## src/rtl/sme_dom_rng_if.sv

```systemverilog
// Seed and randomness handshake bundle for the DOM guard-randomness source.
// The master side offers seed words and acknowledges consumed randomness;
// the slave side (the generator) accepts seeds and presents the rng bus.
interface sme_dom_rng_if #(
  parameter int RBITS = 96
);
  logic             seed_valid;
  logic             seed_ready;
  logic [31:0]      seed_data;
  logic             rng_valid;
  logic             rng_ack;
  logic [RBITS-1:0] rng;
  logic             reseed_req;

  modport master (
    output seed_valid, seed_data, rng_ack,
    input  seed_ready, rng_valid, rng, reseed_req
  );

  modport slave (
    input  seed_valid, seed_data, rng_ack,
    output seed_ready, rng_valid, rng, reseed_req
  );
endinterface

```

## src/rtl/sme_dom_rng.sv

```systemverilog
// Guard-randomness source for the SME DOM AND gadgets.
// A bank of K 32-bit Galois LFSRs is loaded one word per seed beat and
// stepped once per consumer acknowledge. Randomness is only exposed while
// the bank is fully seeded and within its reseed interval; otherwise the
// rng bus reads as zero and a reseed is requested. D must be at least 2.
module sme_dom_rng #(
  parameter int          D               = 3,
  parameter int          N               = 32,
  parameter int          RESEED_INTERVAL = 0,
  parameter logic [31:0] POLY            = 32'h80200003
) (
  input logic          g_clk,
  input logic          g_resetn,
  sme_dom_rng_if.slave bus
);

  localparam int RBITS = N * D * (D - 1) / 2;
  localparam int K     = (RBITS + 31) / 32;
  localparam int CW    = (RESEED_INTERVAL > 0) ? $clog2(RESEED_INTERVAL + 1) : 1;
  localparam int IW    = (K > 1) ? $clog2(K) : 1;

  typedef enum logic [1:0] {
    UNSEEDED,
    LOADING,
    RUN,
    EXHAUSTED
  } state_t;

  state_t           r_state;
  state_t           w_stateNext;
  logic [31:0]      r_lfsr [K];
  logic [IW-1:0]    r_idx;
  logic [CW-1:0]    r_count;

  logic             w_beat;
  logic             w_step;
  logic             w_lastWord;
  logic             w_limitHit;
  logic             w_valid;
  logic [IW-1:0]    w_wordSel;
  logic [CW-1:0]    w_countInc;
  logic [31:0]      w_seedWord;
  logic [K*32-1:0]  w_cat;

  // One Galois shift: feedback taps folded in whenever the bit shifted out is 1.
  function automatic logic [31:0] stepLfsr(input logic [31:0] s);
    return (s >> 1) ^ (s[0] ? POLY : 32'h0);
  endfunction

  // Seed beats always take priority over stepping; a zero seed word is
  // replaced by 1 so no LFSR can ever lock up in the all-zero state.
  always_comb begin
    w_beat     = bus.seed_valid;
    w_step     = (r_state == RUN) && bus.rng_ack && !bus.seed_valid;
    w_wordSel  = (r_state == LOADING) ? r_idx : '0;
    w_lastWord = (w_wordSel == IW'(K - 1));
    w_countInc = r_count + 1'b1;
    w_limitHit = (RESEED_INTERVAL > 0) && (w_countInc == CW'(RESEED_INTERVAL));
    w_seedWord = (bus.seed_data == 32'h0) ? 32'h1 : bus.seed_data;
  end

  // State register.
  always_ff @(posedge g_clk or negedge g_resetn) begin
    if (!g_resetn) begin
      r_state <= UNSEEDED;
    end else begin
      r_state <= w_stateNext;
    end
  end

  // Next state: any beat starts or continues a load; the final word enters RUN;
  // the ack reaching the interval limit retires the seed.
  always_comb begin
    w_stateNext = r_state;
    if (w_beat) begin
      w_stateNext = w_lastWord ? RUN : LOADING;
    end else if (w_step && w_limitHit) begin
      w_stateNext = EXHAUSTED;
    end
  end

  // LFSR bank, load index and ack counter; reset discards any partial seed.
  always_ff @(posedge g_clk or negedge g_resetn) begin
    if (!g_resetn) begin
      for (int k = 0; k < K; k++) begin
        r_lfsr[k] <= 32'h0;
      end
      r_idx   <= '0;
      r_count <= '0;
    end else if (w_beat) begin
      r_lfsr[w_wordSel] <= w_seedWord;
      r_idx             <= w_lastWord ? '0 : w_wordSel + 1'b1;
      r_count           <= '0;
    end else if (w_step) begin
      for (int k = 0; k < K; k++) begin
        r_lfsr[k] <= stepLfsr(r_lfsr[k]);
      end
      r_count <= w_countInc;
    end
  end

  // Flatten the bank with LFSR 0 in the least significant word.
  always_comb begin
    w_cat = '0;
    for (int k = 0; k < K; k++) begin
      w_cat[k*32 +: 32] = r_lfsr[k];
    end
  end

  // Outputs follow the state alone; rng is masked to zero outside RUN.
  always_comb begin
    w_valid        = (r_state == RUN);
    bus.seed_ready = 1'b1;
    bus.rng_valid  = w_valid;
    bus.reseed_req = (r_state == UNSEEDED) || (r_state == EXHAUSTED);
    bus.rng        = w_valid ? w_cat[RBITS-1:0] : '0;
  end

endmodule

```

## src/flat_wrapper.sv

```systemverilog
// flat-port wrapper written by rule: the top's interface ports become plain ports
module sme_dom_rng_flat 
#(
  parameter int          D               = 3,
  parameter int          N               = 32,
  parameter int          RESEED_INTERVAL = 0,
  parameter logic [31:0] POLY            = 32'h80200003
)
  (g_clk, g_resetn, bus_seed_valid, bus_seed_data, bus_rng_ack, bus_seed_ready, bus_rng_valid, bus_rng, bus_reseed_req);
  sme_dom_rng_if #(.RBITS(96)) bus_i ();
  input logic g_clk;
  input logic g_resetn;
  input wire logic [$bits(bus_i.seed_valid)-1:0] bus_seed_valid;
  input wire logic [$bits(bus_i.seed_data)-1:0] bus_seed_data;
  input wire logic [$bits(bus_i.rng_ack)-1:0] bus_rng_ack;
  output wire logic [$bits(bus_i.seed_ready)-1:0] bus_seed_ready;
  output wire logic [$bits(bus_i.rng_valid)-1:0] bus_rng_valid;
  output wire logic [$bits(bus_i.rng)-1:0] bus_rng;
  output wire logic [$bits(bus_i.reseed_req)-1:0] bus_reseed_req;
  assign bus_i.seed_valid = bus_seed_valid;
  assign bus_i.seed_data = bus_seed_data;
  assign bus_i.rng_ack = bus_rng_ack;
  assign bus_seed_ready = bus_i.seed_ready;
  assign bus_rng_valid = bus_i.rng_valid;
  assign bus_rng = bus_i.rng;
  assign bus_reseed_req = bus_i.reseed_req;
  sme_dom_rng #(.D(D), .N(N), .RESEED_INTERVAL(RESEED_INTERVAL), .POLY(POLY)) u_core (.g_clk(g_clk), .g_resetn(g_resetn), .bus(bus_i));
endmodule
```

## config.mk

```make
export PLATFORM = sky130hd
export DESIGN_NAME = sme_dom_rng_flat
export DESIGN_NICKNAME = d
export VERILOG_FILES = /design/src/rtl/sme_dom_rng_if.sv /design/src/rtl/sme_dom_rng.sv /design/src/flat_wrapper.sv
export SDC_FILE = /design/constraint.sdc
export NUM_CORES = 1
export LEC_CHECK = 0
export ABC_CLOCK_PERIOD_IN_PS = 1450
export BUFFER_PORTS_ARGS = -buffer_cell sky130_fd_sc_hd__buf_2
export CORE_MARGIN = 3
export CORE_UTILIZATION = 48
export DETAILED_ROUTE_END_ITERATION = 7
export PLACE_DENSITY_LB_ADDON = 0.05
export SLEW_MARGIN = 10
export SYNTH_ARGS = -nofsm -noshare
export SYNTH_HDL_FRONTEND = slang
export SYNTH_SLANG_ARGS = --single-unit
export TNS_END_PERCENT = 30
```

## constraint.sdc

```tcl
create_clock -name g_clk -period 1.45 [get_ports g_clk]
set_input_delay 0.29 -clock g_clk [delete_from_list [all_inputs] [get_ports g_clk]]
set_output_delay 0.29 -clock g_clk [all_outputs]
set_load 0.01 [all_outputs]
```

==> impl_metrics.yaml, run 1 <==
status:
  outcome: "finished with violations"
  failed_checks: "setup timing"
die:
  initial_core_util_pct: 50.47
  io-pin-count: 135
  rows: 37
  dieArea_um2: 12400
  die_h_um: 111.4
  fp.dieW_um: 111.4
  coreArea_um2: 10560
power_and_ir_drop:
  pwr-share-clk_pct: 16.3
  p_seq_share_pct: 46.2
  p_per_area_nw_per_um2: 1553
  p_leak_nw: 3.611
  switching_share_pct: 38.52
  p_sw_mw: 4.343
  ir_drop_mv: 0.7698
  internal_power_mw: 6.933
  power.total_mw: 11.28
  power_frac_comb_pct: 37.5
logic_synthesis:
  synth_fp_nets: 613
  yosysTopAreaCellShare_pct: 46.97
  ys_types: 38
  ys_warn_count: 0
  ys_ff_latch: 100
  ys_async_sr_fraction_pct: 100.0
  synth_edf_count: 0
  synth_area_per_cell_um2: 9.265
  synth_area_leaders: "dfrtp_1, and2_1, nand2_1"
  synth_top_area_cell: "dfrtp_1"
  syn_inst: 575
  netlist_area_um2: 5328
  seq_area_frac_synth_pct: 46.97
  ys.flop_type: "dfrtp_1"
global_routing:
  grt_max_degree: 35
  antenna_found_initial: 0
  grt_pass1_wl_mm: 26.38
  overflow: 0
  grt_usage_pct: 26.07
  grt_pass1_vias: 4945
routing:
  dr_wl_met3_mm: 1.020
  vias: 4900
  drt_iter0_drc: 316
  wirelength_mm: 16.54
  first_pass_iters: 5
  top_layer: "met4"
  viasPerCell: 5.518
  drc: 0
  wl_met2_mm: 7.751
  final_antenna_net_count: 0
  wire_per_inst_um: 18.63
  wl_met1_mm: 7.444
cts:
  numCtsBuffers: 9
  h-tree-depth: 3
  cts_tree: "built"
  path_clk_slew_ps: 100
  root_buffer: "clkbuf_8"
  clock-sinks: 100
  insertion_delay_ps: 370
  clockBufferDepth: 2
place:
  place_congestion: 0.8748
  port_buffers: 133
  dpl_cell_area_um2: 6555
  dp_hpwl_mm: 11.19
  post-place-ws_ps: -265.2
cells_and_area:
  stdcell_area_um2: 7262
  diodes: 0
  nFillCells: 840
  drive_gt1_share_pct: 38.03
  finalNetCount: 785
  area_delta_synth_final_pct: 36.31
timing:
  max_freq_ghz: 0.5378
  fin_crit_ps: 1859
  fin_skew_ps: 16.86
  fin_ws_ps: -409.4
  finalHoldViolations: 0
  maxSlewViolCount: 0
  setup_viol: 196
  period_share_pct: 128.2
  rsz0062_at_grt: "true"
  setup_tns_ps: -52030
worst_setup_path:
  critPathMaxFanout: 10
  critPathLaunchType: "register"
  crit_path_end_kind: "primary output"
  path_class: "register to primary output"
  reg2reg_slack_ps: -270
  critPathRequiredTime_ps: 1160
  cp.arrival_ps: 1570
worst_hold_path:
  min_path_type: "primary input to register"
flow_run:
  cap_violations: 0
state kept, by name (all words and copies together) (netlist names):
register / cells
u_core.r_lfsr: 96
u_core.r_state: 2
u_core.r_idx: 2
power by group through the flow:
| stage | logic (mW) | registers (mW) | clock network, mW |
|---|---|---|---|
| floorplan | 2.74 | 4.76 | 0 |
| global placement | 3.63 | 5.14 | 0 |
| global route | 4.69 | 5.36 | 1.96 |
| finish | 4.23 | 5.21 | 1.84 |
| CTS | 4.02 | 5.14 | 1.85 |
| detailed placement | 3.77 | 5.16 | 0 |
repair_timing:
item                       CTS  global route
hold endpoints to repair     8             0
buffers inserted             5             3
pin swaps                   39             5
setup endpoints to repair  195           197
gates cloned                 2             2
gates resized for setup     54            27
hold buffers                 1             0
final timing paths:
check / start / end / depth (start not counted)
setup / recovery: u_core.r_state[1]$_DFFE_PN0P_ / bus_rng[17] / 5
hold / removal: bus_seed_data[6] / u_core.r_lfsr[6]$_DFFE_PN0P_ / 3
setup reg to reg: u_core.r_state[0]$_DFFE_PN0P_ / u_core.r_lfsr[32]$_DFFE_PN0P_ / 7
hold reg to reg: u_core.r_lfsr[61]$_DFFE_PN0P_ / u_core.r_lfsr[61]$_DFFE_PN0P_ / 2
max in group asynchronous: g_resetn / u_core.r_lfsr[39]$_DFFE_PN0P_ / 4
min in group asynchronous: g_resetn / u_core.r_lfsr[27]$_DFFE_PN0P_ / 2
synthesized netlist by cell type, types with 2 or more instances:
cell and count:
buf_2 20, a21o_1 2, nor2b_1 29, o21ai_1 3, ha_1 2, o221ai_1 2, o21a_1 29, nand3_1 3
buf_4 2, o21ai_0 3, nor2_1 2, buf_6 5, a31oi_1 2, nor4_1 7, xnor2_1 2, and2_1 96
inv_1 6, a21oi_1 3, dfrtp_1 100, xor2_1 5, nand2_1 130, a22oi_1 60, and4b_1 2, clkbuf_1 18
o22a_1 29
critical path: stages (launching register included):
cell and delay (ps):
dfrtp_1 440, ha_4 200, buf_8 140, clkbuf_16 160
and2_1 130, buf_2 130
cells by family after synthesis:
kind of cell / after synthesis / share of synthesized area, %
AOI/OAI and AO/OA: 135 / 19.45
DFF: 100 / 46.97
xor gates and xnor gates: 7 / 1.151
and+or+nand+nor: 276 / 26.63
buffers and inverters: 53 / 5.072
other: 1 / 0.07039
adders and majority gates: 2 / 0.4696
muxes: 1 / 0.1879
metrics by stage:
step                      std cells  hold WS, ps  utilization, %
after floorplan                 575       -5.591               -
after global placement          860        149.4           62.10
after detailed placement        860        148.3           62.10
after CTS                       884        197.0           67.34
after global routing            888        216.2           68.80
final                           888        213.1           68.80
routing by layer:
layer	vias up	track usage, %
met1	2378	37.90
met3	27	3.967
met4	0	7.056
met5	-	0
met2	187	41.01
li1	2308	-
layout by cell type, fill, tap and decap left out, drive strengths merged:
cell / n
o211ai: 1
a22oi: 60
a21o: 2
mux2i: 1
and2: 96
clkinvlp: 3
dlygate4sd3: 1
nor2b: 29
clkbuf: 12
and4b: 2
o21a: 29
a21oi: 3
nor2: 5
nand4: 1
dfrtp: 100
xor2: 5
bufinv: 1
a31oi: 2
o41a: 1
conb: 1
nor4: 8
o22a: 29
o221ai: 2
and3b: 1
inv: 8
o21ai: 6
or2: 1
nand2: 130
xnor2: 2
ha: 2
nand3: 4
buf: 204
cell type report:
type / count / area (µm²) / area share [%]
inverters: 7 / 26.28 / 0.3618
multi-input cells: 423 / 2769 / 38.13
clock inverters: 5 / 61.31 / 0.8442
flip-flops and latches: 100 / 2502 / 34.46
repair buffers: 206 / 1602 / 22.05
clock buffers: 11 / 131.4 / 1.809
well taps: 136 / 170.2 / 2.343
Power figures use the tool's default switching activity.
==> inputs of run 2 (changes only) <==
CORE_UTILIZATION = 40   (was 48)
==> run 2 against run 1 <==
Effect of this change: the run still ends with setup timing left; global-route usage decreased by 2.6 points; clock power increased by 34%; sequential share of layout area decreased by 1.4 points; fmax increased by 1.1%; design area increased by 4.3%; critical path type unchanged.
==> impl_metrics.yaml, run 2 (synthesis results as in run 1) <==
cells_and_area:
  multi_input_comb_area_um2: 2840
  seqCellArea_um2: 2502
  finalNetCount: 783
  largest_register_ffs: 96
  layout_common_cells: "nand2_1, dfrtp_1, buf_2"
  reg.largest.list: "u_core.r_lfsr: 96 flops, u_core.r_idx: 2 flops, u_core.r_state: 2 flops"
  nFillCells: 1152
  stdcell_count: 921
  top_register: "u_core.r_lfsr"
  drive_gt1_share_pct: 40.85
  diodes: 0
  final_common_cell: "nand2_1"
  area_delta_synth_final_pct: 42.20
worst_hold_path:
  worstHoldEndpoint: "u_core.r_lfsr[6]$_DFFE_PN0P_"
  min_path_type: "primary input to register"
  whs_path_depth: 3
  worstHoldStart: "bus_seed_data[6]"
routing:
  final_antenna_net_count: 0
  drt_iter0_drc: 337
  wirelength_mm: 17.36
  viasPerCell: 5.337
  vias: 4915
  drc: 0
  wire_per_inst_um: 18.85
  first_pass_iters: 5
power_and_ir_drop:
  power.total_mw: 12.00
  p_per_area_nw_per_um2: 1584
  p_leak_nw: 3.676
  ir_drop_mv: 0.6225
worst_setup_path:
  cp.arrival_ps: 1550
  critPathBufInv: 3
  crit_path_end_kind: "primary output"
  critPathLaunchType: "register"
  cp_slowest_stage_delay_ps: 430
  critPathMaxFanout: 8
  path_class: "register to primary output"
  reg2reg_from: "u_core.r_state[0]$_DFFE_PN0P_"
  crit_chain: "ha_4 -> buf_12 -> clkbuf_16 -> and2_1 -> buf_2"
  reg2reg_slack_ps: -370
  slowest_stage: "dfrtp_1"
  r2r_cells: 9
  cp_top_family: "flip-flops"
  r2r_end: "u_core.r_lfsr[0]$_DFFE_PN0P_"
  critPathRequiredTime_ps: 1160
cts:
  root_buffer: "clkbuf_16"
  insertion_delay_ps: 350
  clockBufferDepth: 2
  clock-sinks: 100
  cts_tree: "built"
  numCtsBuffers: 9
  h-tree-depth: 3
  path_clk_slew_ps: 70
global_routing:
  overflow: 0
  grt_usage_pct: 23.47
  antenna_found_initial: 0
  grt_max_degree: 43
  grt_pass1_vias: 4821
  grt_pass1_wl_mm: 26.88
place:
  post-place-ws_ps: -327.6
  place_inst: 895
  place_congestion: 0.8201
  dp_hpwl_mm: 11.55
  port_buffers: 133
timing:
  worstMarginPinSlew_ps: 504.1
  setup_viol: 194
  max_freq_ghz: 0.5437
  rsz0062_at_grt: "true"
  fin_skew_ps: 7.483
  maxSlewViolCount: 0
  period_share_pct: 126.8
  hold_slack_ps: 218.3
  fin_ws_ps: -389.1
  fin_crit_ps: 1839
  finalHoldViolations: 0
  slew_headroom_pct: 66.31
die:
  fp.dieW_um: 121.4
  dieArea_um2: 14740
  initial_core_util_pct: 41.54
  rows: 41
  io-pin-count: 135
  coreArea_um2: 12820
  die_h_um: 121.4
flow_run:
  cap_violations: 0
status:
  outcome: "finished with violations"
  failed_checks: "setup timing"
-- run 2: cell types whose count changed in the layout (fill, tap and decap cells not counted), sizes merged --
| cell | previous run | this run |
|---|---|---|
| buf | 204 | 201 |
| clkbuf | 12 | 13 |
| clkinv | 0 | 1 |
| clkinvlp | 3 | 2 |
| inv | 8 | 7 |
-- run 2: repair_timing --
action / in CTS / in global routing
hold buffers: 1 / 0
endpoints found under the setup margin: 195 / 196
pin swaps: 39 / 11
gates resized for setup: 79 / 39
hold endpoints to repair: 17 / 0
gates cloned: 4 / 2
buffers inserted: 4 / 0
-- run 2: power by group --
| group | switching [mW] | internal (mW) |
|---|---|---|
| registers | 1.27 | 4.04 |
| logic | 2.13 | 2.10 |
| clock network | 1.09 | 1.37 |
| total | 4.48 | 7.52 |
-- run 2: cell type report --
class / instances / share of cell area (%)
flip-flops and latches: 100 / 33.03
clock inverters: 4 / 0.6606
well taps: 172 / 2.841
repair buffers: 204 / 22.43
inverters: 7 / 0.3468
clock buffers: 11 / 3.204
multi-input cells: 423 / 37.49
-- run 2: worst max-delay path by stage --
stage,startpoint,cells after the start,endpoint
6_report,u_core.r_state[1]$_DFFE_PN0P_,5,bus_rng[49]
5_1_grt,u_core.r_state[0]$_DFFE_PN0P_,6,bus_rng[8]
4_1_cts,u_core.r_state[1]$_DFFE_PN0P_,5,bus_rng[9]
3_5_place_dp,u_core.r_state[1]$_DFFE_PN0P_,6,u_core.r_lfsr[54]$_DFFE_PN0P_
3_3_place_gp,u_core.r_state[0]$_DFFE_PN0P_,5,u_core.r_lfsr[42]$_DFFE_PN0P_
2_1_floorplan,u_core.r_state[0]$_DFFE_PN0P_,8,u_core.r_lfsr[2]$_DFFE_PN0P_
-- run 2: stage by stage --
step	cell area [µm²]	setup TNS (ps)	util, %
5_1_grt	7576	-66480	59.07
2_1_floorplan	5483	-12010	-
6_report	7576	-57810	59.07
3_3_place_gp	6568	-18180	51.21
3_5_place_dp	6568	-26390	51.21
4_1_cts	7353	-52670	57.34
-- run 2: metal layers --
layer	GRT usage, %	wire (µm)	up-vias
met1	34.17	8280	2450
li1	-	-	2302
met5	0	0	-
met2	36.06	8046	151
met3	4.242	884	12
met4	6.232	147	0
-- run 2: tightest hold or removal path, delay by kind of cell --
family / cells / cell delay (ps)
AOI/OAI and AO/OA: 1 / 60
buffers and inverters: 1 / 130
and+or+nand+nor: 1 / 50
